$ cat config.mk
export PLATFORM = sky130hd
export DESIGN_NAME = posit_err_collector
export DESIGN_NICKNAME = d
export VERILOG_FILES = /design/src/rtl/posit_err_collector.sv
export SDC_FILE = /design/constraint.sdc
export NUM_CORES = 1
export LEC_CHECK = 0
export ABC_AREA = 1
export CAP_MARGIN = 20
export CORE_AREA = 2 2 135 137
export CTS_CLUSTER_SIZE = 12
export DETAILED_ROUTE_END_ITERATION = 16
export DIE_AREA = 0 0 137 139
export MAX_ROUTING_LAYER = met4
export RECOVER_POWER = 50
export REMOVE_ABC_BUFFERS = 1
export SYNTH_ARGS = -nofsm -noshare
export SYNTH_HDL_FRONTEND = slang
export SYNTH_SLANG_ARGS = --single-unit
$ cat constraint.sdc
create_clock -name clk -period 5.8 [get_ports clk]
set_input_delay 1.16 -clock clk [delete_from_list [all_inputs] [get_ports clk]]
set_output_delay 1.16 -clock clk [all_outputs]
set_load 0.005 [all_outputs]
$ cat src/rtl/posit_err_collector.sv
// Response-side checker: pairs each accepted posit result with its golden word and queues
// |gold - result| into a small FIFO. Optional max tracking is enabled by POSIT_ERR_MAXTRACK_EN.
module posit_err_collector #(
   parameter int N  = 8,
   parameter int AW = 16,
   parameter int FD = 4
) (
   input  logic          clk,
   input  logic          rst_n,
   input  logic          start,
   input  logic [AW-1:0] total,
   input  logic          res_valid,
   output logic          res_ready,
   input  logic [N-1:0]  res_data,
   output logic          gold_rd,
   output logic [AW-1:0] gold_addr,
   input  logic [N-1:0]  gold_data,
   output logic          diff_valid,
   input  logic          diff_ready,
   output logic [N-1:0]  diff_data,
   output logic [AW-1:0] err_cnt,
   output logic [AW-1:0] idx,
   output logic          busy,
   output logic          done,
`ifdef POSIT_ERR_MAXTRACK_EN
   output logic [N-1:0]  max_diff,
   output logic [AW-1:0] max_idx,
`endif
   output logic [1:0]    dbg_state
);

   localparam int PW = $clog2(FD);
   localparam int CW = PW + 1;

   typedef enum logic [1:0] {
      IDLE  = 2'd0,
      RUN   = 2'd1,
      DRAIN = 2'd2,
      DONE  = 2'd3
   } state_t;

   state_t        state_q, state_d;
   logic [AW-1:0] total_q;
   logic [N-1:0]  stage;
   logic [N-1:0]  diff;
   logic          inflight;
   logic          accept;
   logic          push;
   logic          pop;
   logic [N-1:0]  mem [FD];
   logic [PW-1:0] rd_ptr, wr_ptr;
   logic [CW-1:0] count;
   logic [CW-1:0] occ;
`ifdef POSIT_ERR_MAXTRACK_EN
   logic [AW-1:0] stage_idx;
`endif

   // Both streams use valid/ready: a word moves on a rising edge where valid and ready are
   // both high; valid never depends on ready, and ready may be withdrawn at any cycle.
   assign accept     = res_valid && res_ready;
   assign push       = inflight;
   assign pop        = diff_valid && diff_ready;
   assign diff_valid = (count != '0);
   assign diff_data  = diff_valid ? mem[rd_ptr] : '0;
   assign diff       = (gold_data > stage) ? (gold_data - stage) : (stage - gold_data);
   assign gold_addr  = idx;
   assign dbg_state  = state_q;
   // An accepted read always lands in the FIFO next cycle, so its slot is reserved up front.
   assign occ        = count + CW'(inflight);

   always_ff @(posedge clk) begin
      if (!rst_n) state_q <= IDLE;
      else        state_q <= state_d;
   end

   always_comb begin
      state_d   = state_q;
      res_ready = 1'b0;
      gold_rd   = 1'b0;
      busy      = 1'b0;
      done      = 1'b0;
      case (state_q)
         IDLE: ;
         RUN: begin
            busy      = 1'b1;
            res_ready = !start && (idx < total_q) && (occ < CW'(FD));
            gold_rd   = res_ready && res_valid;
            if (gold_rd && ((idx + AW'(1)) == total_q)) state_d = DRAIN;
         end
         DRAIN: begin
            busy = 1'b1;
            if (!inflight && ((count == '0) || ((count == CW'(1)) && pop))) state_d = DONE;
         end
         DONE: done = 1'b1;
         default: state_d = IDLE;
      endcase
      if (start) state_d = (total == '0) ? DONE : RUN;
   end

   always_ff @(posedge clk) begin
      if (rst_n && !start && push) mem[wr_ptr] <= diff;
   end

   always_ff @(posedge clk) begin
      if (!rst_n || start) begin
         total_q  <= rst_n ? total : '0;
         idx      <= '0;
         err_cnt  <= '0;
         inflight <= 1'b0;
         rd_ptr   <= '0;
         wr_ptr   <= '0;
         count    <= '0;
         if (!rst_n) stage <= '0;
`ifdef POSIT_ERR_MAXTRACK_EN
         max_diff  <= '0;
         max_idx   <= '0;
         if (!rst_n) stage_idx <= '0;
`endif
      end else begin
         if (accept) begin
            stage <= res_data;
            idx   <= idx + AW'(1);
`ifdef POSIT_ERR_MAXTRACK_EN
            stage_idx <= idx;
`endif
         end
         inflight <= accept;
         if (push) begin
            wr_ptr <= wr_ptr + PW'(1);
            if ((diff != '0) && (err_cnt != '1)) err_cnt <= err_cnt + AW'(1);
`ifdef POSIT_ERR_MAXTRACK_EN
            // Strict compare so ties keep the earlier index.
            if (diff > max_diff) begin
               max_diff <= diff;
               max_idx  <= stage_idx;
            end
`endif
         end
         if (pop) rd_ptr <= rd_ptr + PW'(1);
         case ({push, pop})
            2'b10:   count <= count + CW'(1);
            2'b01:   count <= count - CW'(1);
            default: count <= count;
         endcase
      end
   end

endmodule

==> results.cfg <==
[placement]
portBuffers = 99
dp_cells = 1149
post-dp-hpwl_mm = 11.23
place_congestion = 0.8488

[clock_tree]
insertion_delay_ns = 0.36
cts-resized-gates = 0
clock-sinks = 100
cts_tree = built
clockBufferDepth = 2
numCtsBuffers = 9
post_cts_buffers = 0
cts_root_buffer = clkbuf_16
clkTransAtPathRegs_ns = 0.08
htreeDepth = 3
holdBufCountCts = 0

[die]
core_area_um2 = 17660
die_w_um = 137
die_y_um = 139
num_io_pins = 100
dieArea_um2 = 19040
initial_core_util_pct = 37.01
rows = 49

[sta]
drv_slew = 0
layout_worst_path_cycle_share_pct = 81.23
worst_slew_pin_slew_ns = 0.9041
min_period_ns = 4.712
hold_violations = 0
fmax_mhz = 212.2
tns_ns = 0
hold_slack_ns = 0.4791
slew_headroom_pct = 39.73
clock-skew-final_ns = 0.01452
finalSetupViolCount = 0
rsz0062_at_grt = false

[cells_and_area]
fin_nets = 1015
most-common-layout-cells = nand2_1, inv_1, nor2_1
seqCellArea_um2 = 2562
syn2layout_area_growth_pct = 20.81
antenna_cells = 0
fillCellCount = 1771
drive_gt1_share_pct = 6.090
instances_no_fill = 1165
final_common_cell = nand2_1
multi_input_area_um2 = 3241

[grt]
grt_max_degree = 31
grt_pass1_wl_mm = 24.27
grtUsageTotal_pct = 16.50
grt-ovfl-total = 0
antenna_found_initial = 0
first_global_vias = 4975

[hold_path]
hold_path_class = reg -> reg

[setup_path]
cp_data_required_time_ns = 4.64
path_class = in -> out
worstPathCellList = dlygate4sd3_1, inv_1, nand4_1, nor2_1, nand2_1, inv_1, clkdlybuf4s50_1
cpPeakStageDelay_ns = 0.60
cpMaxStageDelayCell = dlygate4sd3_1
worst_path_most_repeated_cell = inv_1
crit_path_start_kind = input port
end_kind = output pin
worst-path-max-fanout = 18
arrival_ns = 3.55

[power_and_ir_drop]
leakagePower_uw = 0.003550
power_density_nw_per_um2 = 213.6
p_total_uw = 1687
peakVddDrop_mv = 0.1311

[detailed_routing]
drt-vias-per-instance = 4.634
routed_wl_mm = 14.96
routed-wl-met2_mm = 6.938
post_drt_wl_per_cell_um = 12.84
highest_layer = met4
dr_total_vias = 5399
first_iter_violations = 236
met3_wirelength_um = 479
wl_met1_mm = 7.360
drc = 0
drt_pass1_iterations = 5
ant_nets = 0

[job]
drv_cap = 0

[synthesis]
ys.warnings.count = 0
yosysUniqueCellTypes = 42
ys_seq_area_share_pct = 39.21
syn_inst = 852
async_reset_ff_share_pct = 0
ys.flop_type = edfxtp_1
synth-edff-count = 56
syn_area_um2 = 6535
synth-seq-cells = 100
avgSynthCellArea_um2 = 7.670

[outcome]
status = finished, final reports clean
==> sequential cells by signal (all words and copies together), names as in the netlist, named ones only <==
signal     flops
mem           32
err_cnt       16
gold_addr     16
total_q       16
stage          8
count          3
dbg_state      2
rd_ptr         2
wr_ptr         2
inflight       1
==> cells in the mapped netlist, types with 2 or more instances <==
cell type    n  share of area (%)
inv_1      126                7.2
nor2_1     108                6.2
nand3b_1     3               0.34
o21ai_1      4               0.31
buf_4       18                2.1
inv_2        2               0.11
xor2_1      17                2.3
xnor3_1      2               0.69
ha_1        45                8.6
nor4_1       2               0.19
nand3_1     62                4.7
buf_1        2               0.11
buf_2        3               0.23
a21o_1       3               0.34
o21ai_0     41                3.1
nor3_1       4               0.31
a31oi_1      3               0.29
a21oi_1     47                3.6
nand2_1    180                 10
nand4_1      8               0.77
fa_1         2               0.61
nand2_2     22                2.1
a21oi_2     12                1.6
edfxtp_1    56                 26
clkbuf_1    11               0.63
nand2_4      4               0.69
dfxtp_1     44                 13
xnor2_1      7               0.94
==> worst max-delay path, delay by kind of cell <==
kind | cells | cell delay, ns
buffers and inverters | 4 | 1.81
AND/OR/NAND/NOR | 3 | 0.58
==> final timing paths <==
| check | cells past startpoint | startpoint | slack [ns] | endpoint |
|---|---|---|---|---|
| worst max-delay path | 7 | start | 1.09 | gold_rd |
| worst min-delay path | 2 | err_cnt[15] | 0.48 | err_cnt[15] |
| worst max register to register | 15 | stage[0] | 2.71 | err_cnt[4] |
| worst min register to register | 2 | err_cnt[15] | 0.48 | err_cnt[15] |
==> cell families (layout without fill, tap and decap cells) <==
group	Yosys count	count (layout)	share of synthesized area, %
simple gates	398	398	26.65
xor+xnor	26	26	3.906
compound gates	116	116	10.15
flops	100	100	39.21
fa+ha+maj	47	47	9.228
buf+inv	165	249	10.86
==> per-layer routing <==
layer | track usage, % | up-vias
met5 | - | -
met1 | 21.78 | 2394
li1 | - | 2894
met4 | 4.938 | 0
met3 | 2.449 | 11
met2 | 26.11 | 100
==> where the power goes <==
part | switching (uW) | internal (uW)
clock network | 288 | 342
registers | 15.4 | 781
logic | 156 | 104
total | 459 | 1230
==> final cells by class <==
type                       instances  share of cell area [%]
multi-input combinational        587                   41.05
clock buffer                       9                   2.853
tap                              229                   3.629
clock inverter                     7                   1.014
sequential                       100                   32.46
timing repair buffer             103                   12.79
inverter                         130                   6.212
==> metrics by stage <==
stage	area [um^2]	worst slack (ns)	util, %
2_1_floorplan	6316	2.590	-
3_3_place_gp	7624	1.268	43.18
3_5_place_dp	7624	1.192	43.18
4_1_cts	7929	1.199	44.91
5_1_grt	7895	0.8632	44.71
6_report	7895	1.089	44.71
Power figures use the tool's default switching activity.
